`config.mk`:
```
export PLATFORM = sky130hd
export DESIGN_NAME = raw10_unpacker
export DESIGN_NICKNAME = d
export VERILOG_FILES = /design/src/rtl/raw10_pkg.sv /design/src/rtl/raw10_unpacker.sv
export SDC_FILE = /design/constraint.sdc
export NUM_CORES = 1
export LEC_CHECK = 0
export BUFFER_PORTS_ARGS = -buffer_cell sky130_fd_sc_hd__buf_2
export CAP_MARGIN = 20
export CORE_MARGIN = 4
export CORE_UTILIZATION = 50
export CTS_CLUSTER_SIZE = 28
export DETAILED_ROUTE_END_ITERATION = 6
export PLACE_DENSITY = 0.7
export SYNTH_ARGS = -nofsm -noshare
export SYNTH_HDL_FRONTEND = slang
export SYNTH_SLANG_ARGS = --single-unit
```
`constraint.sdc`:
```
create_clock -name aclk -period 8.7 [get_ports aclk]
set_input_delay 0.87 -clock aclk [delete_from_list [all_inputs] [get_ports aclk]]
set_output_delay 0.87 -clock aclk [all_outputs]
set_load 0.005 [all_outputs]
```
`src/rtl/raw10_pkg.sv`:
```
// raw10_pkg: RAW10 packing constants and the 5-byte group to 4-pixel unpack function
package raw10_pkg;

    localparam int PIX_W       = 10;
    localparam int PPC         = 4;
    localparam int GROUP_BYTES = 5;
    localparam int IN_BYTES    = 4;
    localparam int BUF_BYTES   = 12;

    // Byte b4 carries the two LSBs of every pixel, two bits per pixel starting at p0.
    function automatic logic [PPC*PIX_W-1:0] unpack_group(input logic [GROUP_BYTES*8-1:0] grp);
        logic [PPC*PIX_W-1:0] pix;
        for (int i = 0; i < PPC; i++)
            pix[i*PIX_W +: PIX_W] = {grp[i*8 +: 8], grp[PPC*8 + 2*i +: 2]};
        return pix;
    endfunction

endpackage

```
`src/rtl/raw10_unpacker.sv`:
```
// raw10_unpacker: 32-bit RAW10 byte stream to 40-bit 4-pixel stream gearbox with SOF/EOL framing
module raw10_unpacker
    import raw10_pkg::*;
(
    input  logic                     aclk,
    input  logic                     areset,
    input  logic [IN_BYTES*8-1:0]    s_axis_tdata,
    input  logic                     s_axis_tvalid,
    output logic                     s_axis_tready,
    input  logic                     s_axis_tuser,
    input  logic                     s_axis_tlast,
    output logic [PPC*PIX_W-1:0]     m_axis_tdata,
    output logic                     m_axis_tvalid,
    input  logic                     m_axis_tready,
    output logic                     m_axis_tuser,
    output logic                     m_axis_tlast,
    output logic                     err_residual
);

    logic [BUF_BYTES*8-1:0] r_buf;
    logic [3:0]             r_cnt;
    logic                   r_sof_pending;
    logic                   r_eol_pending;
    logic                   r_err;
    logic [PPC*PIX_W-1:0]   r_tdata;
    logic                   r_tvalid;
    logic                   r_tuser;
    logic                   r_tlast;

    logic                   w_accept;
    logic                   w_out_free;
    logic                   w_pop;
    logic                   w_eol;
    logic                   w_final;
    logic                   w_short;
    logic [3:0]             w_cnt_in;
    logic [3:0]             w_base;
    logic [BUF_BYTES*8-1:0] w_shifted;
    logic [BUF_BYTES*8-1:0] w_buf_next;

    assign s_axis_tready = !areset && r_cnt <= 4'd8 && !r_eol_pending;
    assign w_accept      = s_axis_tvalid && s_axis_tready;
    assign w_out_free    = !r_tvalid || m_axis_tready;
    assign w_pop         = r_cnt >= 4'd5 && w_out_free;
    assign w_cnt_in      = r_cnt + (w_accept ? 4'd4 : 4'd0);
    // A tlast accepted on the same edge as a pop already counts toward ending the line,
    // so the final group of a line whose tail lands in that cycle still carries tlast.
    assign w_eol         = r_eol_pending || (w_accept && s_axis_tlast);
    assign w_final       = w_pop && w_eol && w_cnt_in < 4'd10;
    assign w_short       = r_eol_pending && r_cnt != 4'd0 && r_cnt < 4'd5;
    assign w_shifted     = w_pop ? r_buf >> (GROUP_BYTES*8) : r_buf;
    assign w_base        = w_pop ? r_cnt - 4'd5 : r_cnt;
    // Bytes above the append point may be stale after a line flush, so mask before merging.
    assign w_buf_next    = w_accept
                         ? (w_shifted & ~({(BUF_BYTES*8){1'b1}} << {w_base, 3'b000}))
                           | ({{((BUF_BYTES-IN_BYTES)*8){1'b0}}, s_axis_tdata} << {w_base, 3'b000})
                         : w_shifted;

    // Byte buffer, fill count and line framing flags.
    always_ff @(posedge aclk or posedge areset) begin
        if (areset) begin
            r_buf         <= '0;
            r_cnt         <= 4'd0;
            r_sof_pending <= 1'b0;
            r_eol_pending <= 1'b0;
            r_err         <= 1'b0;
        end else begin
            r_buf         <= w_buf_next;
            r_cnt         <= (w_final || w_short) ? 4'd0 : w_cnt_in - (w_pop ? 4'd5 : 4'd0);
            r_eol_pending <= (w_final || w_short) ? 1'b0 : w_eol;
            r_sof_pending <= (w_accept && s_axis_tuser) || (r_sof_pending && !w_pop);
            r_err         <= r_err || w_short || (w_final && w_cnt_in != 4'd5);
        end
    end

    // Single output register stage; holds every field while the consumer stalls.
    always_ff @(posedge aclk or posedge areset) begin
        if (areset) begin
            r_tdata  <= '0;
            r_tvalid <= 1'b0;
            r_tuser  <= 1'b0;
            r_tlast  <= 1'b0;
        end else if (w_pop) begin
            r_tdata  <= unpack_group(r_buf[GROUP_BYTES*8-1:0]);
            r_tvalid <= 1'b1;
            r_tuser  <= r_sof_pending;
            r_tlast  <= w_final;
        end else if (w_out_free) begin
            r_tvalid <= 1'b0;
        end
    end

    assign m_axis_tdata  = r_tdata;
    assign m_axis_tvalid = r_tvalid;
    assign m_axis_tuser  = r_tuser;
    assign m_axis_tlast  = r_tlast;
    assign err_residual  = r_err;

endmodule

```
==> flow_metrics.tcl <==
set metrics [dict create \
    r2r_setup_slack_ps 4650 \
    synth-xor-area-share 0.00356 \
    async_reset_ff_frac 1.00 \
    clock_path_buffers 2 \
    clk_pin_slew_worst_paths_ps 60 \
    cp_data_required_time_ps 9010 \
    fillCellCount 1276 \
    nets 851 \
    synth_nets 790 \
    avgViaCountPerCell 6.06 \
    clkSinkCount 146 \
    worst_clock_skew_ps 8.38 \
    grt_max_degree 84 \
    slew_viol_final 0 \
    drive_above_1_share 0.193 \
    antenna_found_initial 0 \
    num_vias 6068 \
    core-area_um2 14500 \
    htree_levels 4 \
    period_needed_ps 4050 \
    clk_latency_ps 430 \
    status "complete, no violations" \
    ant_nets 0 \
    layout_commonest_cell "nand2_1" \
    regArea_um2 3650 \
    root_buffer "clkbuf_16" \
    gp_congestion 0.919 \
    antenna_cells 0 \
    cp-end-kind "flop" \
    firstDrtPassIters 5 \
    p_leak_nw 4.27 \
    critical_path.slowest_cell "dfrtp_1" \
    fin_crit_sh 0.465 \
    initial_core_util 0.510 \
    worst_pin_slew_ps 1070 \
    hold_violations 0 \
    dp_hpwl_um 14700 \
    synthMuxAreaShare 0.116 \
    syn_avg_cell_area_um2 9.92 \
    grt_pass1_vias 6013 \
    dieWidth_um 130 \
    ys.flop_type "dfrtp_1" \
    slowest_delay_ps 460 \
    max-slew-margin-rel 0.284 \
    rsz0062_at_grt "false" \
    multi_input_area_um2 3440 \
    synth_simple_gate_area_frac 0.150 \
    synth_warnings 0 \
    ioPinCount 83 \
    cts_buffers 17 \
    p_per_area_nw_per_um2 428 \
    post-route-drc-count 0 \
    fin_ws_ps 4650 \
    overflow 0 \
    die_area_um2 16800 \
    hp-class "flop to flop" \
    post_drt_wl_per_cell_um 21.2 \
    mostFrequentLayoutCells "186 x nand2_1, 146 x dfrtp_1, 83 x buf_2" \
    synth_top_family_by_area "compound AO/OA/AOI/OAI gates" \
    startpoint_type "flop" \
    die_h_um 130 \
    grtUsageTotal 0.262 \
    cts_setup_buffers 0 \
    synth_edf_count 0 \
    fmax_mhz 247 \
    synth-seq-cells 146 \
    totalPowerFinal_w 0.00363 \
    portBuffers 82 \
    ys_types 62 \
    final_util 0.585 \
    yosys.area_share.adder 0.0119 \
    fin_setup_tns_ps 0 \
    finalSetupViolCount 0 \
    crit_chain "inv_1 -> ha_1 -> or3b_4 -> nand3_4 -> inv_2 -> ha_1 -> buf_4 -> o21a_1 -> a31oi_1 -> a221o_1" \
    synth_cells 745 \
    path_max_fanout 45 \
    vdd_ir_drop_max_mv 0.335 \
    crit_arrival_ps 4350 \
    maxCapViolCount 0 \
    grt_pass1_wl_um 33700 \
    synth-compound-area-share 0.183 \
    cts_tree "yes" \
    worst-setup-path-type "flop to flop" \
    drt_wl_total_um 21200 \
    cts_resized 0 \
    num_rows 44 \
    synth-seq-area-share 0.494 \
    syn-cell-area_um2 7390 \
    syn_to_final_growth_pct 14.7 \
    dp_slack_ps 4730 \
    crit_top_cell "ha_1" \
    detail_route.iter0.violations 674 \
    cts_hold_buf 0 \
]
## final timing paths
path | to | depth (start not counted) | from
min in group asynchronous | r_cnt[0] | 2 | areset
min | m_axis_tdata[37] | 2 | m_axis_tdata[37]
max reg2reg | r_buf[68] | 10 | r_cnt[1]
min reg2reg | m_axis_tdata[37] | 2 | m_axis_tdata[37]
max in group asynchronous | r_buf[26] | 3 | areset
max | r_buf[68] | 10 | r_cnt[1]
## cell families (layout without fill, tap and decap cells)
group / count (synthesis) / count (layout)
AOI/OAI and AO/OA: 181 / 181
xor gates and xnor gates: 3 / 3
adders and majority gates: 7 / 7
buffers and inverters: 61 / 134
DFF: 146 / 146
muxes: 82 / 82
and+or+nand+nor: 265 / 265
## cells in the mapped netlist, drive strengths merged, types with 11 or more instances
| cell | count | share of area |
|---|---|---|
| a22o | 17 | 0.020 |
| clkbuf | 20 | 0.010 |
| dfrtp | 146 | 0.49 |
| a21oi | 33 | 0.023 |
| o221ai | 23 | 0.027 |
| nor2 | 36 | 0.020 |
| nand3 | 11 | 0.0081 |
| a31oi | 17 | 0.016 |
| o21ai | 22 | 0.015 |
| inv | 14 | 0.0071 |
| mux2i | 66 | 0.089 |
| nand2 | 187 | 0.095 |
| mux2 | 16 | 0.026 |
| buf | 27 | 0.024 |
## registers in the layout (all words and copies together) (netlist names)
name,flops
err_residual,1
r_sof_pending,1
r_cnt,4
m_axis_tlast,1
m_axis_tvalid,1
m_axis_tdata,40
r_eol_pending,1
m_axis_tuser,1
r_buf,96
## critical path: cells and delay by family, from the launching register on
kind,cells,cell delay [ps]
compound gates,3,1310
fa+ha+maj,2,580
buf+inv,3,730
flops,1,460
simple gates,2,830
## layout make-up
cell class | instances | area share
Clock buffer | 20 | 0.0539
Clock inverter | 11 | 0.0208
Inverter | 14 | 0.00679
Multi-Input combinational cell | 538 | 0.406
Sequential cell | 146 | 0.431
Tap cell | 184 | 0.0272
Timing Repair Buffer | 89 | 0.0543
## stage by stage
step           hold WS [ps]  cells  instance area [um2]
2_1_floorplan           438    745                 7390
3_3_place_gp            448    970                 7840
3_5_place_dp            454    970                 7840
4_1_cts                 469   1001                 8470
5_1_grt                 484   1002                 8480
6_report                466   1002                 8480
## power breakdown
part           switching, W  leakage (nW)  internal [W]
clock network      0.000288         0.307      0.000497
registers          0.000133          1.98      0.000875
logic               0.00122          1.99      0.000617
total               0.00164          4.27       0.00199
## layer usage
layer / wire length, um / part of all wire / up-vias / global-route usage
li1: - / - / 2784 / -
met1: 9230 / 0.43 / 2937 / 0.374
met2: 9380 / 0.44 / 302 / 0.383
met3: 2000 / 0.094 / 45 / 0.0697
met4: 626 / 0.029 / 0 / 0.104
met5: 0 / 0 / - / 0
No activity file was read; power rests on OpenSTA's default activity.
